$ cat config.mk
export PLATFORM = sky130hd
export DESIGN_NAME = fifo_wr_arbiter_flat
export DESIGN_NICKNAME = d
export VERILOG_FILES = /design/src/rtl/fifo_wr_arbiter_pkg.sv /design/src/rtl/fifo_wr_arbiter_if.sv /design/src/rtl/fifo_wr_arbiter_rr_pick.sv /design/src/rtl/fifo_wr_arbiter.sv /design/src/flat_wrapper.sv
export SDC_FILE = /design/constraint.sdc
export NUM_CORES = 1
export LEC_CHECK = 0
export BUFFER_PORTS_ARGS = -buffer_cell sky130_fd_sc_hd__buf_2
export CORE_ASPECT_RATIO = 0.5
export CORE_MARGIN = 10
export CORE_UTILIZATION = 48
export DETAILED_ROUTE_END_ITERATION = 6
export GPL_ROUTABILITY_DRIVEN = 0
export PLACE_DENSITY = 0.8
export SLEW_MARGIN = 40
export SYNTH_ARGS = -nofsm -noshare
export SYNTH_HDL_FRONTEND = slang
export SYNTH_SLANG_ARGS = --single-unit
$ cat constraint.sdc
create_clock -name wclk -period 2.9 [get_ports wclk]
set_input_delay 0.145 -clock wclk [delete_from_list [all_inputs] [get_ports wclk]]
set_output_delay 0.145 -clock wclk [all_outputs]
set_load 0.005 [all_outputs]
$ cat src/rtl/fifo_wr_arbiter_pkg.sv
// Shared types and width helpers for the FIFO write-port arbiter.
// Widths derive from NREQ/MAXBURST through clog2_min1 so single-entry cases keep a 1-bit field.
package fifo_arb_pkg;

  typedef enum logic {
    IDLE  = 1'b0,
    BURST = 1'b1
  } arb_state_t;

  function automatic int clog2_min1(input int n);
    return (n < 2) ? 1 : $clog2(n);
  endfunction

  localparam int NREQ_DFLT     = 4;
  localparam int MAXBURST_DFLT = 4;
  localparam int DSIZE_DFLT    = 8;

  localparam int IDXW = clog2_min1(NREQ_DFLT);
  localparam int CNTW = clog2_min1(MAXBURST_DFLT);

endpackage

$ cat src/rtl/fifo_wr_arbiter_if.sv
// Requester and FIFO write-side bundle; master is the arbiter, slave is requesters plus FIFO.
// The FIFO sees only winc/wdata/wfull; everything else is requester-facing.
interface fifo_wr_arbiter_if #(
  parameter int DSIZE = 8,
  parameter int NREQ  = 4
);
  logic [NREQ-1:0]       req;
  logic [NREQ*DSIZE-1:0] req_data;
  logic                  wfull;
  logic [NREQ-1:0]       ack;
  logic [NREQ-1:0]       grant;
  logic                  winc;
  logic [DSIZE-1:0]      wdata;
  logic                  busy;

  modport master (
    input  req, req_data, wfull,
    output ack, grant, winc, wdata, busy
  );

  modport slave (
    output req, req_data, wfull,
    input  ack, grant, winc, wdata, busy
  );
endinterface

$ cat src/rtl/fifo_wr_arbiter_rr_pick.sv
// Combinational round-robin picker: first asserted req scanning last+1, last+2, ... modulo NREQ.
// Zero latency; pick_vld low when no request is pending.
module rr_pick
  import fifo_arb_pkg::*;
#(
  parameter int NREQ = 4,
  parameter int IW   = 2
) (
  input  logic [NREQ-1:0] req,
  input  logic [IW-1:0]   last,
  output logic [NREQ-1:0] pick_oh,
  output logic [IW-1:0]   pick_idx,
  output logic            pick_vld
);

  logic [IW-1:0] cand;

  always_comb begin
    pick_oh  = '0;
    pick_idx = '0;
    pick_vld = 1'b0;
    cand     = '0;
    // i == NREQ wraps back to last itself, so the previous owner is considered last
    for (int i = 1; i <= NREQ; i++) begin
      cand = IW'((int'(last) + i) % NREQ);
      if (!pick_vld && req[cand]) begin
        pick_vld       = 1'b1;
        pick_idx       = cand;
        pick_oh[cand]  = 1'b1;
      end
    end
  end

endmodule

$ cat src/rtl/fifo_wr_arbiter.sv
// Round-robin owner of the async FIFO write port; grant one cycle after req, then up to MAXBURST words at 1/cycle.
// wfull stalls the burst indefinitely; a dropped owner req ends it; one idle cycle separates bursts.
module fifo_wr_arbiter
  import fifo_arb_pkg::*;
#(
  parameter int DSIZE    = 8,
  parameter int NREQ     = 4,
  parameter int MAXBURST = 4
) (
  input  logic              wclk,
  input  logic              wrst,
  fifo_wr_arbiter_if.master bus
);

  localparam int IW = clog2_min1(NREQ);
  localparam int CW = clog2_min1(MAXBURST);

  arb_state_t      state, state_nxt;
  logic [NREQ-1:0] grant_q, grant_nxt;
  logic [IW-1:0]   owner, owner_nxt;
  logic [IW-1:0]   last, last_nxt;
  logic [CW-1:0]   cnt, cnt_nxt;

  logic [NREQ-1:0]  pick_oh;
  logic [IW-1:0]    pick_idx;
  logic             pick_vld;
  logic             owner_req;
  logic             wr;
  logic [DSIZE-1:0] wdata_mux;

  rr_pick #(
    .NREQ (NREQ),
    .IW   (IW)
  ) u_pick (
    .req      (bus.req),
    .last     (last),
    .pick_oh  (pick_oh),
    .pick_idx (pick_idx),
    .pick_vld (pick_vld)
  );

  // grant_q is zero outside BURST, so the mux naturally yields zero data when idle
  always_comb begin
    owner_req = |(bus.req & grant_q);
    wr        = (state == BURST) && owner_req && !bus.wfull;
    wdata_mux = '0;
    for (int i = 0; i < NREQ; i++) begin
      if (grant_q[i]) begin
        wdata_mux = bus.req_data[i*DSIZE +: DSIZE];
      end
    end
  end

  assign bus.winc  = wr;
  assign bus.ack   = wr ? grant_q : '0;
  assign bus.wdata = (state == BURST) ? wdata_mux : '0;
  assign bus.grant = grant_q;
  assign bus.busy  = (state == BURST);

  always_comb begin
    state_nxt = state;
    grant_nxt = grant_q;
    owner_nxt = owner;
    last_nxt  = last;
    cnt_nxt   = cnt;
    case (state)
      IDLE: begin
        if (pick_vld) begin
          state_nxt = BURST;
          grant_nxt = pick_oh;
          owner_nxt = pick_idx;
          cnt_nxt   = '0;
        end
      end
      BURST: begin
        // the final word of a full-length burst is still written in the ending cycle
        if (!owner_req || (wr && (cnt == CW'(MAXBURST - 1)))) begin
          state_nxt = IDLE;
          grant_nxt = '0;
          last_nxt  = owner;
          cnt_nxt   = '0;
        end else if (wr) begin
          cnt_nxt = cnt + 1'b1;
        end
      end
      default: begin
        state_nxt = IDLE;
        grant_nxt = '0;
        cnt_nxt   = '0;
      end
    endcase
  end

  always_ff @(posedge wclk or posedge wrst) begin
    if (wrst) begin
      state   <= IDLE;
      grant_q <= '0;
      owner   <= '0;
      last    <= IW'(NREQ - 1);
      cnt     <= '0;
    end else begin
      state   <= state_nxt;
      grant_q <= grant_nxt;
      owner   <= owner_nxt;
      last    <= last_nxt;
      cnt     <= cnt_nxt;
    end
  end

endmodule

$ cat src/flat_wrapper.sv
// flat-port wrapper written by rule: the top's interface ports become plain ports
module fifo_wr_arbiter_flat import fifo_arb_pkg::*;
#(
  parameter int DSIZE    = 8,
  parameter int NREQ     = 4,
  parameter int MAXBURST = 4
)
  (wclk, wrst, bus_req, bus_req_data, bus_wfull, bus_ack, bus_grant, bus_winc, bus_wdata, bus_busy);
  fifo_wr_arbiter_if #(.DSIZE(DSIZE), .NREQ(NREQ)) bus_i ();
  input  logic wclk;
  input  logic wrst;
  input wire logic [$bits(bus_i.req)-1:0] bus_req;
  input wire logic [$bits(bus_i.req_data)-1:0] bus_req_data;
  input wire logic [$bits(bus_i.wfull)-1:0] bus_wfull;
  output wire logic [$bits(bus_i.ack)-1:0] bus_ack;
  output wire logic [$bits(bus_i.grant)-1:0] bus_grant;
  output wire logic [$bits(bus_i.winc)-1:0] bus_winc;
  output wire logic [$bits(bus_i.wdata)-1:0] bus_wdata;
  output wire logic [$bits(bus_i.busy)-1:0] bus_busy;
  assign bus_i.req = bus_req;
  assign bus_i.req_data = bus_req_data;
  assign bus_i.wfull = bus_wfull;
  assign bus_ack = bus_i.ack;
  assign bus_grant = bus_i.grant;
  assign bus_winc = bus_i.winc;
  assign bus_wdata = bus_i.wdata;
  assign bus_busy = bus_i.busy;
  fifo_wr_arbiter #(.DSIZE(DSIZE), .NREQ(NREQ), .MAXBURST(MAXBURST)) u_core (.wclk(wclk), .wrst(wrst), .bus(bus_i));
endmodule
# ---- Word-level counts from Yosys, hierarchy flattened
# Index checks and enable logic that the tools add are counted.
dict set report classes {
  addsub 5
  n_mul 0
  div_mod_pow 0
  magnitude_cmp 8
  n_eq_ne 4
  shifts 0
  mux 44
  bitwise 5
  reduce_logical 21
}
# cell count
set op_table {}
lappend op_table {{$mux W8} 5}
lappend op_table {{$mux W4} 7}
lappend op_table {{$mux W1} 14}
lappend op_table {{$mux W2} 7}
lappend op_table {{$lt A2 B3 Y1 const B} 4}
lappend op_table {{$or A4 B4 Y4} 3}
lappend op_table {{$logic_and A1 B1 Y1} 10}
lappend op_table {{$bmux W1 S2} 4}
lappend op_table {{$demux W1 S2} 4}
lappend op_table {{$ge A2 B1 Y1 const B} 4}
lappend op_table {{$pmux W4 S2} 1}
lappend op_table {{$reduce_and A2 Y1} 4}
lappend op_table {{$add A2 B1 Y2 const B} 3}
lappend op_table {{$logic_not A1 Y1} 5}
lappend op_table {{$add A2 B2 Y2 const B} 2}
lappend op_table {{$and A4 B4 Y4} 1}
lappend op_table {{$pmux W2 S2} 1}
lappend op_table {{$reduce_or A4 Y1} 1}
lappend op_table {{$ne A3 B3 Y1 const B} 1}
lappend op_table {{$eq A2 B2 Y1 const B} 1}
lappend op_table {{$ne A2 B1 Y1 const B} 1}
lappend op_table {{$ne A2 B2 Y1 const B} 1}
lappend op_table {{$pmux W1 S2} 1}
lappend op_table {{$logic_or A1 B1 Y1} 1}
lappend op_table {{$not A1 Y1} 1}
dict set report totals {
  regBits 11
  latchBits 0
  ram_bits 0
  mem_bits_ro 0
  inputBits 39
  out_inout_bits 18
  word_cells 92
  n_memories 0
}

# ---- Longest topological paths before layout
dict set report logic_depth {
  depth_word 15
  depth_mapped 9
  ltp_nobuf 7
}

# ---- Cells and area by module
# Synthesis repeated with hierarchy kept, for this count alone.
dict set report unflattened {
  cells_unflattened 187
  area_unflattened_um2 1497.7
}
# mod n_inst cells_per_inst area_per_inst_um2 seq_area_each_um2
set modules_own_cells {}
lappend modules_own_cells {fifo_wr_arbiter 1 119 972.2 277.8}
lappend modules_own_cells {rr_pick 1 68 525.5 0.0}

# ---- Least setup slack after synthesis
# Ideal clock, no wire load.
dict set report synth_path {
  kind {register to register}
  start {register u_core.last[1]}
  end {register u_core.grant_q[0], in the netlist u_core.bus.grant[0]}
  setup_ns 0.131
  arrival_time_ns 2.008
  t_required_ns 2.769
  setup_slack_ns 0.761
  stages_incl_launch_ff 10
  path_buffers 2
  period_less_slack_ns 2.139
  path_cell_list {dfstp_2 -> buf_6 -> inv_1 -> ha_1 -> buf_6 -> mux2i_1 -> mux2i_2 -> nor2_2 -> a221oi_1 -> a31oi_1}
}
dict set report synth_between {
  elab_chain_cells 15
  elab_cells_between_ends 53
  cone_classes {add/sub (4); order compare (8); eq/ne (1); mux (26); bitwise (3); reduce/logical (11)}
}
# item line_no
set synth_lines {}
lappend synth_lines {{start, declared} fifo_wr_arbiter.sv:21} ;# logic [IW-1:0] last, last_nxt;
lappend synth_lines {{start signal, assigned} fifo_wr_arbiter.sv:99} ;# last <= IW'(NREQ - 1);
lappend synth_lines {{start signal, assigned} fifo_wr_arbiter.sv:105} ;# last <= last_nxt;
lappend synth_lines {{branches (longest 15 deep; another with $lt A2 B3 Y1)} n/a}
lappend synth_lines {{end signal, assigned} fifo_wr_arbiter.sv:103} ;# grant_q <= grant_nxt;
lappend synth_lines {{end, declared} fifo_wr_arbiter.sv:19} ;# logic [NREQ-1:0] grant_q, grant_nxt;
# Parallel ways; which one is timed is not known. The select of a mux whose other input is x is not followed.
# A chain may end at the register's enable or synchronous reset.

# ---- Worst setup path after layout
dict set report layout_path {
  start {register u_core.last[1]}
  end {register u_core.grant_q[2], in the netlist u_core.bus.grant[2]}
}
# The elaborated chain is that of the path after synthesis.

==> impl_metrics.csv <==
group,metric,value,unit
setup_path,cp_cell_sequence,"inv_1 > ha_1 > mux2i_1 > mux2i_2 > nor2_2 > a221oi_1 > a31oi_1",
setup_path,cp-start-kind,"flip-flop",
die,die_w,95.7,um
grt,antenna_found_initial,0,
grt,track_usage,0.137,
cts,clockBufferDepth,2,
sta,setup_ws,0.330,ns
grt,grt_pass1_wl,6330,um
cts,htreeDepth,1,
logic_synthesis,ys_top_cells_by_area,"dfrtp_1, ha_1, nor2b_1, a221oi_1, a21oi_1",
die,core_region_area,2670,um^2
sta,fin_skew,0.000489,ns
power,irDropWorstVdd,434,uV
logic_synthesis,synth.distinct_cells,46,
power,p_leak,0.772,nW
die,io_pins,57,
cts,tritoncts,"built",
power,total_power,1.72,mW
power,clkPwrFrac,0.090,
drt,wirelength,4200,um
power,netSwitchingFraction,0.478,
logic_synthesis,yosys_register_bits,11,
setup_path,cpPeakStageDelay,0.70,ns
sta,drv_slew,0,
placement,dp_worst_setup_slack,0.390,ns
layout,antenna_cells,0,
run_status,status,"finished, final reports clean",
power,p_sw,0.822,mW
logic_synthesis,synth_edf_count,0,
sta,relSlewSlack,0.586,
sta,grt_setup_unrepaired,"no",
drt,routed_via_density,5.76,
cts,clock_latency,0.24,ns
logic_synthesis,yosys.area.top_type_share,0.164,
sta,fin_crit_sh,0.886,
sta,setup_tns,0,ns
layout,final_core_util,0.627,
logic_synthesis,synth_area,1370,um^2
die,die_h,57.8,um
setup_path,cp_max_fo,15,
drt,drt_iter0_drc,55,
drt,drt_pass1_iterations,4,
die,start_util,0.515,
layout,nNetsFinal,266,
layout,finalInstanceArea,1670,um^2
cts,clkTransAtPathRegs,0.05,ns
layout,mostFrequentLayoutCells,"buf_2, nor2b_1, a21oi_1",
flow_run,cap_violations,0,
drt,wl_per_cell,16.5,um
sta,hold_viol_final,0,
grt,grt_max_degree,21,
cts,cts_buffers,3,
logic_synthesis,synth_ff_type,"dfrtp_1",
placement,hpwlAfterDp,3240,um
logic_synthesis,synth.avg_cell_area,8.08,um^2
logic_synthesis,synth_nets,218,
setup_path,cp_slowest_cell,"dfstp_2",
power,power.density,1030,nW/um^2
placement,numPortBuffers,56,
die,rows,13,
power,p_int,0.898,mW
layout,layout-drive-gt1-share,0.350,
logic_synthesis,ys_warn_count,0,
setup_path,crit_required,3.01,ns
placement,dp.cells,249,
logic_synthesis,yosysSeqAreaShare,0.202,
logic_synthesis,synth_area_leader_cell,"dfrtp_1",
setup_path,criticalPathCategory,"reg -> reg",
grt,grt_pass1_vias,1355,
drt,drcViolationCount,0,
setup_path,endpoint_kind,"flip-flop",
min_path,hold_class,"in -> reg",
die,fp.dieArea,5530,um^2
layout,fillers,235,
sta,min_period,2.57,ns
drt,ant_nets,0,
cts,root_buffer,"clkbuf_8",
drt,num_vias,1464,
layout,final_common_cell,"buf_2",
sta,hold_slack,0.343,ns
placement,postPlaceCellArea,1620,um^2
sta,worst_pin_slew,0.621,ns
sta,setup_violations,0,
setup_path,cp.arrival,2.68,ns
grt,overflow,0,
cts,cts_resized,0,
logic_synthesis,async_reset_ff_frac,1.00,
cts,clock-sinks,11,
power,combPwrFrac,0.666,
layout,stdcell_count,254,
sta,max_freq,389,MHz
power,seq_power_share,0.243,
layout,area_growth,21.8,%
logic_synthesis,synth_cells,170,
## routing by layer
metal | vias up | global-route usage | routed length (um)
li1 | 720 | - | -
met1 | 683 | 0.162 | 1880
met2 | 59 | 0.241 | 1840
met3 | 2 | 0.0308 | 434
met4 | 0 | 0.0459 | 41
met5 | - | 0 | 0
## synth_stat cells, types with 3 or more instances
library cell and instances:
a221oi_1 11, a21oi_1 16, buf_6 3, nand2b_1 4
inv_1 6, a22oi_1 3, clkbuf_1 6, nor2_1 5
nor3b_1 4, nor2b_1 17, a31oi_1 5, dfrtp_1 9
and2_1 5, ha_1 9, nand2_1 14, mux2_2 4
nor3_1 10, buf_2 3
## worst max-delay path: cells and delay by family (launching register included)
family                   cells  cell delay (ns)
multiplexers                 2             0.50
AO/OA/AOI/OAI                2             0.43
AND/OR/NAND/NOR              1             0.11
adder cells (fa/ha/maj)      1             0.54
flip-flops                   1             0.70
buffers and inverters        1             0.15
## power groups by stage
stage	registers (mW)	logic, mW	clock network [mW]
final	0.419	1.15	0.155
after global routing	0.432	1.27	0.163
after CTS	0.413	1.15	0.155
after detailed placement	0.416	1.14	0
after global placement	0.409	1.10	0
after floorplan	0.305	0.977	0
## final cells by class
class                   instances  area [um^2]  area share
clock buffers                   4         45.0      0.0269
inverters                       6         22.5      0.0135
multi-input cells             138          983       0.588
flip-flops and latches         11          278       0.166
well taps                      37         46.3      0.0277
repair buffers                 58          298       0.178
## path summary, 6_finish.rpt
path,startpoint,endpoint,slack (ns),cells after the start
max reg2reg,u_core.last[1],u_core.bus.grant[2],0.33,7
max in group asynchronous,wrst,u_core.last[0],2.09,3
max,u_core.last[1],u_core.bus.grant[2],0.33,7
min,bus_wfull,u_core.cnt[1],0.34,3
min reg2reg,u_core.owner[1],u_core.owner[1],0.49,2
min in group asynchronous,wrst,u_core.cnt[0],0.47,3
## cells by family (layout without fill, tap and decap cells)
kind of cell	after synthesis	count (layout)	share of synthesized area
flip-flops	11	11	0.202
AO/OA/AOI/OAI	53	53	0.275
AND/OR/NAND/NOR	67	67	0.274
multiplexers	9	9	0.0847
buffers and inverters	21	68	0.0820
adder cells (fa/ha/maj)	9	9	0.0820
## state kept, by name, indices dropped and copies added (netlist names)
name,flops
u_core.last,2
u_core.owner,2
u_core.bus.grant,4
u_core.cnt,2
u_core.bus.busy,1
## timing repair
item                                   4_1_cts  5_1_grt
endpoints found under the hold margin        9        0
hold buffers                                 1        0
buffers inserted                             0        0
Power figures use the tool's default switching activity.
